--- config.mk ---
export PLATFORM = sky130hd
export DESIGN_NAME = wm_cycle_ctrl
export DESIGN_NICKNAME = d
export VERILOG_FILES = /design/src/rtl/wm_cycle_ctrl.sv
export SDC_FILE = /design/constraint.sdc
export NUM_CORES = 1
export LEC_CHECK = 0
export CAP_MARGIN = 20
export CORE_AREA = 4 4 122 89
export DETAILED_ROUTE_END_ITERATION = 6
export DIE_AREA = 0 0 126 93
export SLEW_MARGIN = 10
export SYNTH_ARGS = -nofsm -noshare
export SYNTH_HDL_FRONTEND = slang
export SYNTH_SLANG_ARGS = --single-unit
export TNS_END_PERCENT = 20
--- constraint.sdc ---
create_clock -name clk -period 4.6 [get_ports clk]
set_input_delay 1.38 -clock clk [delete_from_list [all_inputs] [get_ports clk]]
set_output_delay 1.38 -clock clk [all_outputs]
set_load 0.05 [all_outputs]
--- src/rtl/wm_cycle_ctrl.sv ---
// wm_cycle_ctrl: washing-machine cycle sequencer.
//
// Holds the front-panel configuration (water level, temperature, rinse
// count). On start it runs FILL_W -> WASH -> DRAIN_W -> (FILL_R -> RINSE ->
// DRAIN_R) x rinse count -> DRY -> DONE -> IDLE on a 1 s tick made by a
// TICK_DIV prescaler.
//
// Ports:
//   clk, rstn                 clock, asynchronous active-low reset
//   btn_start/water/temp/repeat  debounced single-cycle button pulses
//   red_led_*                 phase / valve / repeat indicators
//   green_led_*               one-hot config display
//   valve_hot, valve_cold, motor_on, drain_on   actuator enables
//   busy, done                sequencer status
//   sec_left                  seconds remaining in the current phase
//   rinse_left                rinse passes remaining, current pass included
//
// Optional build macro: WM_PAUSE_EN. When defined, btn_start while running
// (not in DONE) toggles a pause that freezes timing and drops all actuators.
// When undefined, btn_start while running is ignored.
//
// All LED/actuator/status outputs are registered; their register inputs are
// decoded from the next state and next config so they appear the cycle after
// the causing edge, exactly as a decode of the state register would.

module wm_cycle_ctrl #(
  parameter int unsigned TICK_DIV   = 125000000,
  parameter int unsigned FILL_SEC_L = 2,
  parameter int unsigned FILL_SEC_M = 3,
  parameter int unsigned FILL_SEC_H = 4,
  parameter int unsigned WASH_SEC   = 10,
  parameter int unsigned RINSE_SEC  = 6,
  parameter int unsigned DRAIN_SEC  = 2,
  parameter int unsigned DRY_SEC    = 8,
  parameter int unsigned DONE_SEC   = 3
) (
  input  logic       clk,
  input  logic       rstn,
  input  logic       btn_start,
  input  logic       btn_water,
  input  logic       btn_temp,
  input  logic       btn_repeat,
  output logic       red_led_wash,
  output logic       red_led_rinse,
  output logic       red_led_dry,
  output logic       red_led_repeat,
  output logic       red_led_water_height,
  output logic       red_led_hot_cold,
  output logic       green_led_water_high,
  output logic       green_led_water_mid,
  output logic       green_led_water_low,
  output logic       green_led_hot_only,
  output logic       green_led_cold_only,
  output logic       green_led_hot_cold,
  output logic       valve_hot,
  output logic       valve_cold,
  output logic       motor_on,
  output logic       drain_on,
  output logic       busy,
  output logic       done,
  output logic [7:0] sec_left,
  output logic [1:0] rinse_left
);

  localparam int unsigned PW = (TICK_DIV > 1) ? $clog2(TICK_DIV) : 1;
  localparam logic [PW-1:0] TICK_LAST = PW'(TICK_DIV - 1);

  localparam logic [1:0] LVL_LOW  = 2'd0;
  localparam logic [1:0] LVL_MID  = 2'd1;
  localparam logic [1:0] LVL_HIGH = 2'd2;
  localparam logic [1:0] TMP_HOT  = 2'd0;
  localparam logic [1:0] TMP_COLD = 2'd1;
  localparam logic [1:0] TMP_BOTH = 2'd2;

  typedef enum logic [3:0] {
    S_IDLE    = 4'd0,
    S_FILL_W  = 4'd1,
    S_WASH    = 4'd2,
    S_DRAIN_W = 4'd3,
    S_FILL_R  = 4'd4,
    S_RINSE   = 4'd5,
    S_DRAIN_R = 4'd6,
    S_DRY     = 4'd7,
    S_DONE    = 4'd8
  } state_t;

  typedef struct packed {
    logic led_wash;
    logic led_rinse;
    logic led_dry;
    logic led_repeat;
    logic led_water_height;
    logic led_hot_cold;
    logic g_water_high;
    logic g_water_mid;
    logic g_water_low;
    logic g_hot_only;
    logic g_cold_only;
    logic g_hot_cold;
    logic v_hot;
    logic v_cold;
    logic motor;
    logic drain;
    logic busy;
    logic done;
  } out_t;

  state_t        state, state_nx;
  logic [1:0]    water, water_nx;
  logic [1:0]    temp, temp_nx;
  logic [1:0]    rpt, rpt_nx;
  logic [1:0]    run_temp, run_temp_nx;   // temperature latched at start
  logic [7:0]    fill_sec, fill_nx;       // fill length latched at start
  logic [PW-1:0] presc, presc_nx;
  logic [7:0]    sec_nx;
  logic [1:0]    rinse_nx;
  logic          tick;
  logic          run;
  out_t          out_d, out_q;

`ifdef WM_PAUSE_EN
  logic paused, paused_nx;
  logic pause_tog;
  assign pause_tog = btn_start && (state != S_IDLE) && (state != S_DONE);
  assign run       = !paused && !pause_tog;
`else
  assign run = 1'b1;
`endif

  assign tick = (presc == TICK_LAST);

  // Wrapping step through [lo..hi].
  function automatic logic [1:0] step3(input logic [1:0] v, input logic [1:0] lo,
                                       input logic [1:0] hi);
    return (v == hi) ? lo : v + 2'd1;
  endfunction

  function automatic logic [7:0] fill_len(input logic [1:0] lvl);
    case (lvl)
      LVL_LOW:  return 8'(FILL_SEC_L);
      LVL_HIGH: return 8'(FILL_SEC_H);
      default:  return 8'(FILL_SEC_M);
    endcase
  endfunction

  // State and datapath registers.
  always_ff @(posedge clk or negedge rstn) begin
    if (!rstn) begin
      state      <= S_IDLE;
      water      <= LVL_MID;
      temp       <= TMP_BOTH;
      rpt        <= 2'd1;
      run_temp   <= TMP_BOTH;
      fill_sec   <= 8'd0;
      presc      <= '0;
      sec_left   <= 8'd0;
      rinse_left <= 2'd0;
`ifdef WM_PAUSE_EN
      paused     <= 1'b0;
`endif
    end else begin
      state      <= state_nx;
      water      <= water_nx;
      temp       <= temp_nx;
      rpt        <= rpt_nx;
      run_temp   <= run_temp_nx;
      fill_sec   <= fill_nx;
      presc      <= presc_nx;
      sec_left   <= sec_nx;
      rinse_left <= rinse_nx;
`ifdef WM_PAUSE_EN
      paused     <= paused_nx;
`endif
    end
  end

  // Output registers.
  always_ff @(posedge clk or negedge rstn) begin
    if (!rstn) begin
      out_q             <= '0;
      out_q.g_water_mid <= 1'b1;
      out_q.g_hot_cold  <= 1'b1;
    end else begin
      out_q <= out_d;
    end
  end

  // Next-state, config and phase timing.
  always_comb begin : next_state
    state_nx    = state;
    water_nx    = water;
    temp_nx     = temp;
    rpt_nx      = rpt;
    run_temp_nx = run_temp;
    fill_nx     = fill_sec;
    presc_nx    = presc;
    sec_nx      = sec_left;
    rinse_nx    = rinse_left;
`ifdef WM_PAUSE_EN
    paused_nx   = paused ^ pause_tog;
`endif
    if (state == S_IDLE) begin
      if (btn_water)  water_nx = step3(water, LVL_LOW, LVL_HIGH);
      if (btn_temp)   temp_nx  = step3(temp, TMP_HOT, TMP_BOTH);
      if (btn_repeat) rpt_nx   = step3(rpt, 2'd1, 2'd3);
      // Start uses the config as it was before this edge.
      if (btn_start) begin
        state_nx    = S_FILL_W;
        presc_nx    = '0;
        sec_nx      = fill_len(water);
        fill_nx     = fill_len(water);
        rinse_nx    = rpt;
        run_temp_nx = temp;
      end
    end else if (run) begin
      presc_nx = tick ? '0 : presc + PW'(1);
      if (tick) begin
        if (sec_left != 8'd1) begin
          sec_nx = sec_left - 8'd1;
        end else begin
          case (state)
            S_FILL_W:  begin state_nx = S_WASH;    sec_nx = 8'(WASH_SEC);  end
            S_WASH:    begin state_nx = S_DRAIN_W; sec_nx = 8'(DRAIN_SEC); end
            S_DRAIN_W: begin state_nx = S_FILL_R;  sec_nx = fill_sec;      end
            S_FILL_R:  begin state_nx = S_RINSE;   sec_nx = 8'(RINSE_SEC); end
            S_RINSE:   begin state_nx = S_DRAIN_R; sec_nx = 8'(DRAIN_SEC); end
            S_DRAIN_R: begin
              if (rinse_left > 2'd1) begin
                state_nx = S_FILL_R;
                sec_nx   = fill_sec;
                rinse_nx = rinse_left - 2'd1;
              end else begin
                state_nx = S_DRY;
                sec_nx   = 8'(DRY_SEC);
              end
            end
            S_DRY:     begin state_nx = S_DONE;    sec_nx = 8'(DONE_SEC);  end
            S_DONE: begin
              state_nx  = S_IDLE;
              sec_nx    = 8'd0;
              presc_nx  = '0;
`ifdef WM_PAUSE_EN
              paused_nx = 1'b0;
`endif
            end
            default:   begin state_nx = S_IDLE;    sec_nx = 8'd0;          end
          endcase
        end
      end
    end
  end

  // Output decode from next state and next config.
  always_comb begin : out_decode
    out_d = '0;
    case (state_nx)
      S_FILL_W: begin
        out_d.v_hot    = (run_temp_nx != TMP_COLD);
        out_d.v_cold   = (run_temp_nx != TMP_HOT);
        out_d.led_wash = 1'b1;
      end
      S_WASH:    begin out_d.motor  = 1'b1; out_d.led_wash  = 1'b1; end
      S_DRAIN_W: begin out_d.drain  = 1'b1; out_d.led_wash  = 1'b1; end
      S_FILL_R:  begin out_d.v_cold = 1'b1; out_d.led_rinse = 1'b1; end
      S_RINSE:   begin out_d.motor  = 1'b1; out_d.led_rinse = 1'b1; end
      S_DRAIN_R: begin out_d.drain  = 1'b1; out_d.led_rinse = 1'b1; end
      S_DRY: begin
        out_d.motor   = 1'b1;
        out_d.drain   = 1'b1;
        out_d.led_dry = 1'b1;
      end
      S_DONE: begin
        out_d.led_wash  = 1'b1;
        out_d.led_rinse = 1'b1;
        out_d.led_dry   = 1'b1;
        out_d.done      = 1'b1;
      end
      default: ;
    endcase
`ifdef WM_PAUSE_EN
    // Paused: actuators off, phase LEDs untouched.
    if (paused_nx) begin
      out_d.v_hot  = 1'b0;
      out_d.v_cold = 1'b0;
      out_d.motor  = 1'b0;
      out_d.drain  = 1'b0;
    end
`endif
    out_d.led_water_height = out_d.v_hot | out_d.v_cold;
    out_d.led_hot_cold     = out_d.v_hot;
    out_d.busy             = (state_nx != S_IDLE);
    out_d.led_repeat       = (rpt_nx != 2'd1);
    out_d.g_water_high     = (water_nx == LVL_HIGH);
    out_d.g_water_mid      = (water_nx == LVL_MID);
    out_d.g_water_low      = (water_nx == LVL_LOW);
    out_d.g_hot_only       = (temp_nx == TMP_HOT);
    out_d.g_cold_only      = (temp_nx == TMP_COLD);
    out_d.g_hot_cold       = (temp_nx == TMP_BOTH);
  end

  assign red_led_wash         = out_q.led_wash;
  assign red_led_rinse        = out_q.led_rinse;
  assign red_led_dry          = out_q.led_dry;
  assign red_led_repeat       = out_q.led_repeat;
  assign red_led_water_height = out_q.led_water_height;
  assign red_led_hot_cold     = out_q.led_hot_cold;
  assign green_led_water_high = out_q.g_water_high;
  assign green_led_water_mid  = out_q.g_water_mid;
  assign green_led_water_low  = out_q.g_water_low;
  assign green_led_hot_only   = out_q.g_hot_only;
  assign green_led_cold_only  = out_q.g_cold_only;
  assign green_led_hot_cold   = out_q.g_hot_cold;
  assign valve_hot            = out_q.v_hot;
  assign valve_cold           = out_q.v_cold;
  assign motor_on             = out_q.motor;
  assign drain_on             = out_q.drain;
  assign busy                 = out_q.busy;
  assign done                 = out_q.done;

endmodule

==> flow_summary.yaml, run 1 <==
logic_synthesis:
  syn_area_sq_um: 3670
  yosysMostFrequentCell: "dfrtp_1"
  synth_common_cells: "dfrtp_1 (63), o21ai_0 (57), nand2_1 (38)"
  synth.avg_cell_area_sq_um: 9.14
  synth_edf_count: 0
  ys_ff_latch: 69
  ys_types: 59
  synthArstFlopShare_pct: 100
  yosys_warnings: 0
  yosys_most_used_dff: "dfrtp_1"
  yosysSeqAreaShare_pct: 47.2
  synth_top_area_cell: "dfrtp_1"
  synthesis.instances: 402
  netlist.area_leader.share_pct: 42.9
  synthesis.nets: 413
  synthTopCellsByArea: "dfrtp_1 (43%), o21ai_0 (7.8%), dfstp_2 (4.3%), nand2_1 (3.9%), nor2_1 (3.8%)"
timing:
  worst_slack_ns: 1.41
  hold_viol: 0
  rsz0062_at_grt: "false"
  setup_viol: 0
  period_share_pct: 69.4
  maxSlewViolCount: 0
  fmax_ghz: 0.313
  skew_ns: 0.00840
  fin_setup_tns_ns: 0
  tightest_slew_ns: 0.824
  period_needed_ns: 3.19
  slew_headroom_pct: 45.0
global_route:
  met2_usage_pct: 21.0
  grtUsageMet1_pct: 23.4
  met3_usage_pct: 5.02
  grt_pass1_wl_um: 14800
  grt_pass1_vias: 2937
  grt_usage_pct: 15.6
  grt.busiest_layer: "met1"
  grt_max_degree: 36
  gr-total-overflow: 0
  antenna_found_initial: 0
clock_network:
  insertion_delay_ns: 0.34
  cts.path.max_buffers: 2
  cts_hold_buf: 0
  clock-sinks: 69
  cts_buffers: 9
  htreeDepth: 3
  path_clk_slew_ns: 0.06
  cts-root-buf: "clkbuf_16"
  post_cts_buffers: 0
  ctsResizeCount: 0
  cts_tree: "built"
finish:
  final_cells: 560
  fill_cells: 941
  diodes: 0
  drive_above_1_share_pct: 11.1
  synthToLayoutAreaGrowth_pct: 18.7
  nNetsFinal: 438
  stdcell_area_sq_um: 4360
power_and_ir_drop:
  comb_power_share_pct: 43.0
  seqPwrFrac_pct: 33.3
  netSwitchingFraction_pct: 43.4
  switching_power_mw: 1.20
  vdd_drop_max_mv: 0.354
  pwr-share-clk_pct: 23.7
  p_leak_nw: 1.79
  pwr_density_cell_nw_per_um2: 635
  intPower_mw: 1.57
  power_mw: 2.77
critical_path:
  critical_path.max_fanout: 12
  crit_required_ns: 4.85
  cpPeakStageDelay_ns: 0.62
  timing.rr.start: "sec_left[2]"
  startpoint_type: "flop"
  timing.critical_path.from: "sec_left[2]"
  crit_chain: "or4_4 > or3_1 > or3_4 > a211oi_2 > a21oi_1 > nor3_1"
  critical_path.top_delay_family: "simple AND/OR/NAND/NOR gates"
  path_buf_inv: 0
  crit_type: "flop to flop"
  arrival_ns: 3.45
  worstSetupEndpointType: "flop"
  cpMaxStageDelayCell: "a211oi_2"
routing:
  drc: 0
  routed_wl_um: 8810
  firstDrtPassIters: 4
  num_vias: 3111
  routedWlPerCell_um: 15.7
  ant_nets: 0
  via_per_inst: 5.56
  drt_iter0_drc: 229
min_path:
  hold_start: "presc[20]"
  hold_class: "flop to flop"
placed_design:
  dpl_cell_area_sq_um: 4080
  place_congestion: 0.839
  dp.cells: 544
  dp.final_hpwl_um: 6030
  pre_cts_ws_ns: 1.39
  port_buffers: 33
job:
  max_cap_viol_count: 0
floorplanning:
  num_rows: 30
  initial_core_util_pct: 38.2
  die_h_um: 93
  ios: 34
  fp.dieW_um: 126
  die_area_sq_um: 11700
  coreArea_sq_um: 9610
outcome:
  outcome: "finished clean"
[power groups by stage]
stage,Sequential [mW],Combinational [mW],Clock [mW]
2_1_floorplan,1.19,0.591,0
3_3_place_gp,0.919,1.18,0
3_5_place_dp,0.928,1.20,0
4_1_cts,0.921,1.20,0.674
5_1_grt,0.946,1.30,0.701
6_report,0.922,1.19,0.656
[metal layers]
layer	wire, um	up-vias
li1	-	1514
met1	4600	1503
met2	3620	79
met3	481	15
met4	108	0
met5	0	-
[kinds of logic after synthesis]
family | after synthesis | share of synthesized area (%)
and+or+nand+nor | 167 | 24.1
AOI/OAI and AO/OA | 116 | 19.2
DFF | 69 | 47.2
buffers and inverters | 34 | 4.50
muxes | 7 | 2.38
adders and majority gates | 5 | 1.70
xor gates and xnor gates | 4 | 0.954
[final cells by class]
| cell class | instances | area (sq um) | share of cell area, % |
|---|---|---|---|
| well taps | 128 | 160 | 3.67 |
| repair buffers | 38 | 363 | 8.32 |
| multi-input cells | 299 | 1780 | 40.8 |
| clock inverters | 6 | 47.5 | 1.09 |
| flip-flops and latches | 69 | 1730 | 39.8 |
| inverters | 10 | 37.5 | 0.861 |
| clock buffers | 10 | 239 | 5.48 |
[cell usage in the layout, fill, tap and decap left out, drive strengths merged, types with 2 or more instances in the layout]
master	n
dfrtp	63
o21ai	60
nand2	38
nor2	38
clkdlybuf4s50	32
nand3	16
a21oi	16
nand4	12
o31ai	11
nor3	11
inv	11
clkbuf	10
a31oi	9
nor2b	8
and2	7
dfstp	6
buf	6
or4	6
ha	5
nor4b	4
mux2	4
nand2b	4
and3	4
and4	4
clkinv	4
xor2	3
o211ai	3
or3	3
mux2i	3
a21o	3
a211oi	3
and3b	2
nor4bb	2
nand3b	2
o211a	2
nor3b	2
a22o	2
o41ai	2
nor4	2
[worst paths after layout]
| check | depth (start not counted) | to | slack (ns) |
|---|---|---|---|
| worst max-delay path | 6 | valve_cold | 1.41 |
| worst min-delay path | 1 | presc[20] | 0.51 |
| worst max register to register | 6 | valve_cold | 1.41 |
| worst min register to register | 1 | presc[20] | 0.51 |
| max in group asynchronous | 2 | rpt[0] | 2.64 |
| min in group asynchronous | 1 | presc[0] | 1.14 |
[per-stage QoR]
step | utilization (%) | hold WS (ns)
2_1_floorplan | - | 0.457
3_3_place_gp | 42.4 | 0.491
3_5_place_dp | 42.4 | 0.499
6_report | 45.4 | 0.509
5_1_grt | 45.4 | 0.545
4_1_cts | 45.4 | 0.513
[flip-flops by register name (all words and copies together), names as in the netlist, 2 cells and up]
| name | cells |
|---|---|
| presc | 27 |
| rinse_left | 2 |
| sec_left | 8 |
| fill_sec | 3 |
| state | 4 |
| run_temp | 2 |
| temp | 2 |
| rpt | 2 |
| water | 2 |
(Power assumes the default switching activity.)
==> run 2, diff against run 1 <==
==> constraint.sdc (replaced) <==
create_clock -name clk -period 3.3 [get_ports clk]
set_input_delay 0.99 -clock clk [delete_from_list [all_inputs] [get_ports clk]]
set_output_delay 0.99 -clock clk [all_outputs]
set_load 0.05 [all_outputs]
==> flow_summary.yaml, run 2 (synthesized netlist as in run 1, its figures left out) <==
global_route:
  antenna_found_initial: 0
  grt_max_degree: 37
  grt_pass1_vias: 2906
  grt_usage_pct: 15.4
  grt_pass1_wl_um: 14600
  gr-total-overflow: 0
clock_network:
  ctsResizeCount: 0
  clock-sinks: 69
  path_clk_slew_ns: 0.05
  cts_buffers: 9
  post_cts_buffers: 0
  insertion_delay_ns: 0.33
  cts-root-buf: "clkbuf_16"
  cts_hold_buf: 0
  cts.path.max_buffers: 2
  htreeDepth: 3
  cts_tree: "built"
finish:
  synthToLayoutAreaGrowth_pct: 20.5
  final_cells: 564
  diodes: 0
  stdcell_area_sq_um: 4430
  multi_input_area_sq_um: 1780
  layout_commonest_cell: "dfrtp_1"
  largest_reg_flops: 27
  ff_latch_area_sq_um: 1730
  reg_top3: "presc: 27 flops, sec_left: 8 flops, state: 4 flops"
  nNetsFinal: 442
  final_cell_mix: "dfrtp_1 (63), o21ai_0 (56), nand2_1 (38)"
  fill_cells: 940
  top_register: "presc"
  drive_above_1_share_pct: 11.9
power_and_ir_drop:
  seqPwrFrac_pct: 31.8
  pwr_density_cell_nw_per_um2: 903
  netSwitchingFraction_pct: 41.5
  intPower_mw: 2.34
  vdd_drop_max_mv: 0.519
  switching_power_mw: 1.66
  p_leak_nw: 1.83
  pwr-share-clk_pct: 25.8
  comb_power_share_pct: 42.4
min_path:
  whs_endpoint: "sec_left[7]"
  hold_start: "sec_left[7]"
  hold_class: "flop to flop"
  hold_path_depth: 1
critical_path:
  r2r_slack_ns: 0.26
  startpoint_type: "flop"
  r2r-end: "red_led_rinse"
  arrival_ns: 3.26
  timing.rr.start: "sec_left[4]"
  critical_path.max_fanout: 12
  crit_type: "flop to flop"
  crit_required_ns: 3.51
  reg2regPathDepth: 6
  worstSetupEndpointType: "flop"
routing:
  firstDrtPassIters: 4
  drt_iter0_drc: 219
  routedWlPerCell_um: 15.2
  drc: 0
  routed_wl_um: 8560
  num_vias: 3103
  ant_nets: 0
  via_per_inst: 5.50
timing:
  period_needed_ns: 3.04
  fin_setup_tns_ns: 0
  fmax_ghz: 0.329
  tightest_slew_ns: 0.746
  skew_ns: 0.00877
  slew_headroom_pct: 50.2
  setup_viol: 0
  rsz0062_at_grt: "false"
  hold_viol: 0
  maxSlewViolCount: 0
  period_share_pct: 92.2
placed_design:
  dp.cells: 548
  port_buffers: 33
  place_congestion: 0.795
  dp.final_hpwl_um: 5940
  dpl_cell_area_sq_um: 4110
floorplanning:
  initial_core_util_pct: 38.2
  die_area_sq_um: 11700
  die_h_um: 93
  ios: 34
  coreArea_sq_um: 9610
  num_rows: 30
  fp.dieW_um: 126
outcome:
  outcome: "finished clean"
job:
  max_cap_viol_count: 0
-- run 2: cell type report --
cell class | instances | share of cell area (%)
clock buffers | 9 | 5.09
well taps | 128 | 3.62
multi-input cells | 299 | 40.2
clock inverters | 7 | 2.18
repair buffers | 42 | 8.88
inverters | 10 | 0.848
flip-flops and latches | 69 | 39.2
-- run 2: power groups by stage --
stage	sequential [mW]	clock, mW	combinational (mW)
2_1_floorplan	1.66	0	0.823
5_1_grt	1.31	1.09	1.86
3_3_place_gp	1.27	0	1.68
6_report	1.27	1.03	1.69
3_5_place_dp	1.28	0	1.70
4_1_cts	1.27	1.06	1.71
-- run 2: per-stage QoR --
step | hold slack (ns) | worst slack (ns) | power (mW) | util (%)
final | 0.512 | 0.258 | 4.00 | 46.1
after floorplan | 0.457 | 0.292 | 2.48 | -
after global routing | 0.547 | 0.0756 | 4.26 | 46.1
after detailed placement | 0.512 | 0.316 | 2.98 | 42.7
after CTS | 0.517 | 0.309 | 4.04 | 46.1
after global placement | 0.493 | 0.386 | 2.95 | 42.7
-- run 2: worst max-delay path, stage by stage (launching register included) --
cell      delay (ns)
dfrtp_1         0.44
or4_4           0.58
or3_1           0.45
or3_4           0.47
a211oi_2        0.64
or4_4           0.28
o21ai_1         0.07
-- run 2: layer usage --
metal | share of wire, % | GRT usage [%]
met2 | 42 | 22.0
met5 | 0 | 0
met1 | 51 | 22.3
met4 | 1.7 | 5.45
met3 | 4.8 | 4.51
-- run 2: worst max-delay path by stage --
stage	slack (ns)	to	from	cells past startpoint
4_1_cts	0.31	red_led_rinse	sec_left[4]	6
6_report	0.26	red_led_rinse	sec_left[4]	6
2_1_floorplan	0.29	red_led_rinse	sec_left[2]	8
5_1_grt	0.08	valve_hot	sec_left[4]	6
3_5_place_dp	0.32	red_led_rinse	sec_left[4]	6
3_3_place_gp	0.39	red_led_rinse	sec_left[4]	6
